**config.mk**
```make
export PLATFORM = sky130hd
export DESIGN_NAME = queue_nb
export DESIGN_NICKNAME = d
export VERILOG_FILES = /design/src/rtl/queue_ptr.sv /design/src/rtl/queue_nb.sv
export SDC_FILE = /design/constraint.sdc
export NUM_CORES = 1
export LEC_CHECK = 0
export BUFFER_PORTS_ARGS = -buffer_cell sky130_fd_sc_hd__buf_2
export CAP_MARGIN = 20
export CORE_MARGIN = 3
export CORE_UTILIZATION = 49
export DETAILED_ROUTE_END_ITERATION = 16
export HOLD_SLACK_MARGIN = 0.05
export PLACE_DENSITY = 0.7
export SLEW_MARGIN = 10
export SYNTH_ARGS = -nofsm -noshare
export SYNTH_HDL_FRONTEND = slang
export SYNTH_HIERARCHICAL = 1
export SYNTH_SLANG_ARGS = --single-unit
```
**constraint.sdc**
```tcl
create_clock -name CLK -period 6.3 [get_ports CLK]
set_input_delay 1.26 -clock CLK [delete_from_list [all_inputs] [get_ports CLK]]
set_output_delay 1.26 -clock CLK [all_outputs]
set_load 0.05 [all_outputs]
```
**src/rtl/queue_ptr.sv**
```systemverilog
// queue_ptr: AW-bit wrap-around up-counter used as a FIFO head or tail pointer.
module queue_ptr #(
  parameter int AW = 3
) (
  input  logic          CLK,
  input  logic          Clr,
  input  logic          E,
  output logic [AW-1:0] Q
);

  logic [AW-1:0] r_q;

  // Pointer register: synchronous clear, increment on enable, natural wrap at 2**AW.
  always_ff @(posedge CLK) begin
    if (Clr) begin
      r_q <= '0;
    end else if (E) begin
      r_q <= r_q + 1'b1;
    end
  end

  assign Q = r_q;

endmodule

```
**src/rtl/queue_nb.sv**
```systemverilog
// queue_nb: circular FIFO with registered dequeue data, occupancy count,
// registered FULL/EMPTY flags and one-cycle VALID/OVF/UNF pulses.
module queue_nb #(
  parameter int n  = 7,
  parameter int AW = 3
) (
  input  logic        CLK,
  input  logic        Clr,
  input  logic        PUSH,
  input  logic        POP,
  input  logic [n:0]  DIN,
  output logic [n:0]  DOUT,
  output logic        VALID,
  output logic        FULL,
  output logic        EMPTY,
  output logic [AW:0] CNT,
  output logic        OVF,
  output logic        UNF
);

  localparam int          DEPTH     = 1 << AW;
  localparam logic [AW:0] DEPTH_CNT = {1'b1, {AW{1'b0}}};

  logic [n:0]    r_mem [DEPTH];
  logic [AW:0]   r_cnt;
  logic          r_full;
  logic          r_empty;
  logic [n:0]    r_dout;
  logic          r_valid;
  logic          r_ovf;
  logic          r_unf;

  logic          w_push_ok;
  logic          w_pop_ok;
  logic [AW-1:0] w_head;
  logic [AW-1:0] w_tail;
  logic [AW:0]   w_cnt_nxt;

  // Acceptance from pre-edge state; a full queue still accepts a push when a pop frees a slot.
  always_comb begin
    w_push_ok = PUSH & (~r_full | POP);
    w_pop_ok  = POP & ~r_empty;
  end

  // Next occupancy: up on push-only, down on pop-only, else hold.
  always_comb begin
    w_cnt_nxt = r_cnt;
    if (w_push_ok && !w_pop_ok) begin
      w_cnt_nxt = r_cnt + 1'b1;
    end else if (w_pop_ok && !w_push_ok) begin
      w_cnt_nxt = r_cnt - 1'b1;
    end
  end

  queue_ptr #(.AW(AW)) u_head (
    .CLK (CLK),
    .Clr (Clr),
    .E   (w_pop_ok),
    .Q   (w_head)
  );

  queue_ptr #(.AW(AW)) u_tail (
    .CLK (CLK),
    .Clr (Clr),
    .E   (w_push_ok),
    .Q   (w_tail)
  );

  // Storage write; contents survive reset, but no write happens while Clr is high.
  always_ff @(posedge CLK) begin
    if (!Clr && w_push_ok) begin
      r_mem[w_tail] <= DIN;
    end
  end

  // Count, flags, dequeue data and status pulses.
  always_ff @(posedge CLK) begin
    if (Clr) begin
      r_cnt   <= '0;
      r_full  <= 1'b0;
      r_empty <= 1'b1;
      r_dout  <= '0;
      r_valid <= 1'b0;
      r_ovf   <= 1'b0;
      r_unf   <= 1'b0;
    end else begin
      r_cnt   <= w_cnt_nxt;
      r_full  <= (w_cnt_nxt == DEPTH_CNT);
      r_empty <= (w_cnt_nxt == '0);
      r_valid <= w_pop_ok;
      r_ovf   <= PUSH & r_full & ~POP;
      r_unf   <= POP & r_empty;
      if (w_pop_ok) begin
        r_dout <= r_mem[w_head];
      end
    end
  end

  assign DOUT  = r_dout;
  assign VALID = r_valid;
  assign FULL  = r_full;
  assign EMPTY = r_empty;
  assign CNT   = r_cnt;
  assign OVF   = r_ovf;
  assign UNF   = r_unf;

endmodule

```
Word level (Yosys, flattened, before mapping). Memories as Yosys holds them, arrays and structs flattened. A register that Yosys moved wholly into a read port is not among the register bits. Index checks and enable logic that the tools add are counted.

Reductions and logical operators: 7. Eq/ne operators: 1. Add/subtract/negate cells: 4. Bitwise operators: 9. Mux-type cells: 4.

Operators with widths (count): $mux W4 (2); $add A3 B1 Y3 const B (2); $and A1 B1 Y1 (5); $add A4 B1 Y4 const B (1); $eq A4 B4 Y1 const B (1); $logic_not A4 Y1 (1); $sub A4 B1 Y4 const B (1); $logic_and A1 B1 Y1 (3); $logic_not A1 Y1 (3); $not A1 Y1 (3); $mux W1 (2); $or A1 B1 Y1 (1).

Word-level logic and storage cells: 34. Output and inout bits: 17. Bits in registers: 15. Memory bits (writable): 64. Memories: 1.

Memory list: r_mem (depth 8, bits a word 8, read ports 1, clocked after memory_dff 1, write ports 1, RTL line queue_nb.sv:24) `logic [n:0] r_mem [DEPTH];`.

Logic depth before layout (Yosys ltp).
Depth in word-level cells: 8. Mapped depth: 7. Gate-level depth less buffers: 7.

Cells and area by module. Netlist, hierarchy kept.

Modules (own cells, without submodules): queue_nb (sequential area each 2262.2 um^2, instances 1, area an instance 3190.6 um^2, cells each 183); queue_ptr (sequential area each 60.1 um^2, instances 2, area an instance 121.4 um^2, cells each 11).

Worst setup path before layout. Ideal clock, no wire load.

Path kind: input to register. Start: input port Clr. End: memory r_mem[0][0] (netlist bit) (enable). Setup slack: 3451 ps. Library setup time: 383 ps. Stages on the path: 3. Arrival: 2466 ps. Required time: 5917 ps. Path through: clkbuf_1 > or3_1 > nor3_1.

Word-level cells in the longest chain between the ends: 4.

RTL lines: start, declared (RTL line queue_nb.sv:8) `input logic Clr,`; $logic_not A1 Y1 (RTL line queue_nb.sv:71) `if (!Clr && w_push_ok) begin`; $logic_and A1 B1 Y1 (RTL line queue_nb.sv:71); $mux W1 (RTL line queue_nb.sv:71); $mux W1 (not written as such) (RTL line queue_nb.sv:72) `r_mem[w_tail] <= DIN;`; end, declared (RTL line queue_nb.sv:24).

Every way passes these cells.

Worst setup path in the final report.
Start: input port POP. End: memory r_mem[2][1] (netlist bit) (enable).

Word-level cells in the longest chain between the ends: 5.

RTL lines: start, declared (RTL line queue_nb.sv:10) `input logic POP,`; $or A1 B1 Y1 (RTL line queue_nb.sv:41) `w_push_ok = PUSH & (~r_full | POP);`; $and A1 B1 Y1 (RTL line queue_nb.sv:41); $logic_and A1 B1 Y1 (RTL line queue_nb.sv:71); $mux W1 (RTL line queue_nb.sv:71); $mux W1 (not written as such) (RTL line queue_nb.sv:72).

Every way passes these cells.

==> metrics.cfg <==
[pwr]
vdd_ir_drop_max_mv = 0.138
pwr_density_cell_nw_per_um2 = 309
p_leak_uw = 0.00131

[finish]
final_net_count = 255
area_growth_syn_to_layout_pct = 12.2
nFillCells = 468
post_route_cells_drive_above_1_share_pct = 28.7
stdcell_area_um2 = 3850
layoutNonFillerInstCount = 337
n_antenna_cell = 0

[placed_design]
place_hpwl_um = 4130
placed_cells_incl_taps = 319
place_worst_setup_slack_ps = 2980
numPortBuffers = 28
place.gp.congestion = 0.799
post_dp_cell_area_um2 = 3650

[floorplan]
start_util_pct = 52.3
boundaryPins = 29
die_x_um = 89.7
area_of_the_die_um2 = 8050
fp-row-count = 29
fp.coreArea_um2 = 6570
die_h_um = 89.7

[min_path]
worst_hold_path_type = reg2reg
worstHoldStart = DOUT[4]
holdPathEnd = DOUT[4]
whs_path_depth = 2

[yosys]
synth_simple_gate_area_share_pct = 8.53
synth_edf_count = 64
synth_top_area_share_pct = 56.0
synthesis.yosys.warnings = 6
synth-compound-area-share_pct = 4.23
synth.largest_area_cell = sky130_fd_sc_hd__edfxtp_1
synthesized_area_per_cell_um2 = 16.7
async_flop_share_pct = 0
post_synth_main_area_contributors = sky130_fd_sc_hd__edfxtp_1 (56%), sky130_fd_sc_hd__dfxtp_1 (13%), sky130_fd_sc_hd__mux4_2 (10%)
ys_ff_latch = 87
syn-num-nets = 221
synth_cells = 205
syn_area_um2 = 3430
synthMuxAreaShare_pct = 13.4
synth_flop_cell = sky130_fd_sc_hd__edfxtp_1
yosys.area_share.xor_xnor_pct = 1.02
synth_seq_area_share_pct = 69.4
ys_types = 42
synth_top_family_by_area = multiplexers
adder_and_majority_cell_fraction_of_the_synthesized_area_pct = 1.46

[worst_setup_path]
critPathCaptureType = register
r2r_slack_ps = 4290
reg_to_reg_critical_path_endpoint = DOUT[1]
path_buf_inv = 1
reg2regPathDepth = 4
required_ps = 6280
reg2reg_from = u_head/Q[0]
critical_path.top_delay_family = simple AND/OR/NAND/NOR gates
cp_peak_stage_delay_ps = 560
worst-endpoint-arrival_ps = 2630
ordered_cell_list_for_the_critical_path = buf_2 -> nand2b_4 -> nand2_2 -> or3_1 -> nor2_1
critical_path_class = in2reg
path_max_fanout = 8
crit_path_start_kind = input pin
crit_slowest_cell = sky130_fd_sc_hd__nor2_1

[clock_network]
clkSlewWorstSetupHoldPaths_ps = 80
cts.path.max_buffers = 2
post-cts-setup-buffer-count = 0
post_cts_resize_count = 0
cts_sinks = 87
cts-buffers-inserted = 9
ctsHoldBuffers = 0
tritoncts = built
cts.root.buffer_cell = sky130_fd_sc_hd__clkbuf_8
count_of_h_tree_levels_built_during_cts = 3
clkLatencyLatePin_ps = 350

[sta]
rsz0062_at_grt = no
maxSlewHeadroom_pct = 44.5
setup_failing_eps_final = 0
fin_worst_skew_ps = 10.7
slew_violations = 0
setup_tns_ps = 0
maxClockFrequency_ghz = 0.378
worst_slack_ps = 3650
slew_worst_pin_ps = 832
final.period_utilization_pct = 42.0
period_minus_slack_ps = 2650
hold_violations = 0

[detailed_routing]
viasPerCell = 5.33
drt_first_pass_iters = 4
antenna_left = 0
dr.first_iter.drc_count = 117
route.detailed.drc = 0
drt-wirelength-per-cell_um = 18.2
routed_wl_um = 6130
route.vias.total = 1796

[global_routing]
number_of_antenna_violations_at_the_first_check_in_global_routing = 0
globalRouteTotalUtil_pct = 16.3
groute.layer.met1.usage_pct = 22.9
met3_usage_pct = 5.26
globalRoute.totalOverflow = 0
global_route.usage.met2_pct = 23.5
vias_in_the_first_global_route = 1773
first_pass_grt_wire_length_um = 9670
grt_max_degree = 26
grt_busiest_layer = met2

[flow_run]
max_capacitance_violation_count = 0

[outcome]
outcome = finished clean

## placed cells by master, fill, tap and decap left out, types with 2 or more instances in the layout
master	instances
sky130_fd_sc_hd__edfxtp_1	64
sky130_fd_sc_hd__xnor2_1	3
sky130_fd_sc_hd__ha_1	4
sky130_fd_sc_hd__nand2b_4	2
sky130_fd_sc_hd__nor3_1	4
sky130_fd_sc_hd__buf_2	29
sky130_fd_sc_hd__a21bo_2	2
sky130_fd_sc_hd__nand2_1	4
sky130_fd_sc_hd__nand2b_1	2
sky130_fd_sc_hd__nor2b_1	2
sky130_fd_sc_hd__a21oi_1	2
sky130_fd_sc_hd__dfxtp_1	23
sky130_fd_sc_hd__inv_1	4
sky130_fd_sc_hd__a211oi_1	8
sky130_fd_sc_hd__clkbuf_1	3
sky130_fd_sc_hd__nor2_1	25
sky130_fd_sc_hd__nand3b_1	3
sky130_fd_sc_hd__mux2i_1	10
sky130_fd_sc_hd__mux4_2	16
sky130_fd_sc_hd__clkbuf_8	10
## worst max path at each step
stage | slack (ps) | endpoint | cells after the start | startpoint
final | 3650 | r_mem[2][1] | 5 | POP
after global routing | 3520 | r_mem[1][3] | 7 | POP
after CTS | 3370 | r_mem[0][3] | 5 | POP
after detailed placement | 2980 | r_mem[0][7] | 5 | POP
after global placement | 3130 | r_mem[0][4] | 5 | POP
after floorplan | 3450 | r_mem[0][0] | 3 | Clr
## cell families (layout without fill, tap and decap cells)
logic type                 Yosys count  in the layout
xor gates and xnor gates             4              4
muxes                               26             26
buffers and inverters               13             52
and+or+nand+nor                     52             52
AOI/OAI and AO/OA                   19             19
adders and majority gates            4              4
DFF                                 87             87
## cell type report
type / instances / area [µm²] / share of cell area [%]
Clock buffer: 13 / 149 / 3.87
Clock inverter: 3 / 43.8 / 1.14
Inverter: 5 / 18.8 / 0.487
Multi-Input combinational cell: 105 / 983 / 25.5
Sequential cell: 87 / 2380 / 61.9
Tap cell: 93 / 116 / 3.02
Timing Repair Buffer: 31 / 158 / 4.09
## Yosys cell counts, types with 2 or more instances
| cell | instances |
|---|---|
| sky130_fd_sc_hd__a211oi_1 | 8 |
| sky130_fd_sc_hd__a21bo_2 | 2 |
| sky130_fd_sc_hd__a21oi_1 | 2 |
| sky130_fd_sc_hd__buf_1 | 2 |
| sky130_fd_sc_hd__buf_2 | 2 |
| sky130_fd_sc_hd__dfxtp_1 | 23 |
| sky130_fd_sc_hd__edfxtp_1 | 64 |
| sky130_fd_sc_hd__ha_1 | 4 |
| sky130_fd_sc_hd__inv_1 | 4 |
| sky130_fd_sc_hd__mux2i_1 | 10 |
| sky130_fd_sc_hd__mux4_2 | 16 |
| sky130_fd_sc_hd__nand2_1 | 4 |
| sky130_fd_sc_hd__nand2b_1 | 2 |
| sky130_fd_sc_hd__nand2b_4 | 2 |
| sky130_fd_sc_hd__nand3b_1 | 3 |
| sky130_fd_sc_hd__nor2_1 | 25 |
| sky130_fd_sc_hd__nor2b_1 | 2 |
| sky130_fd_sc_hd__nor3_1 | 4 |
| sky130_fd_sc_hd__xnor2_1 | 3 |
## sequential cells by signal, summed over array words and instances, names as in the netlist
name,cells
CNT,4
DOUT,8
EMPTY,1
FULL,1
OVF,1
UNF,1
VALID,1
r_mem,64
u_head/Q,3
u_tail/Q,3
## metrics by stage
step	total power, µW	utilization [%]	hold slack [ps]
CTS	1200	58.5	503
finish	1190	58.6	498
global route	1240	58.6	523
global placement	824	55.6	487
detailed placement	826	55.6	491
floorplan	786	-	485
## worst register-to-register path: stages, from the launching register on
cell	delay, ps
sky130_fd_sc_hd__dfxtp_1	710
sky130_fd_sc_hd__buf_4	330
sky130_fd_sc_hd__mux4_2	550
sky130_fd_sc_hd__mux2i_1	200
sky130_fd_sc_hd__a211oi_1	100
## power by group
group	switching [µW]	total [µW]	internal [µW]
registers	19.9	655	635
logic	98.3	157	58.2
clock network	183	377	195
total	301	1190	888
## metal layers
layer  share of wire, %  vias to the layer above
met2                 45                       62
met3                6.9                        8
met1                 46                      868
met5                  0                        -
met4                1.6                        0
li1                   -                      858
Note: power is estimated with default switching activity, not from simulation.
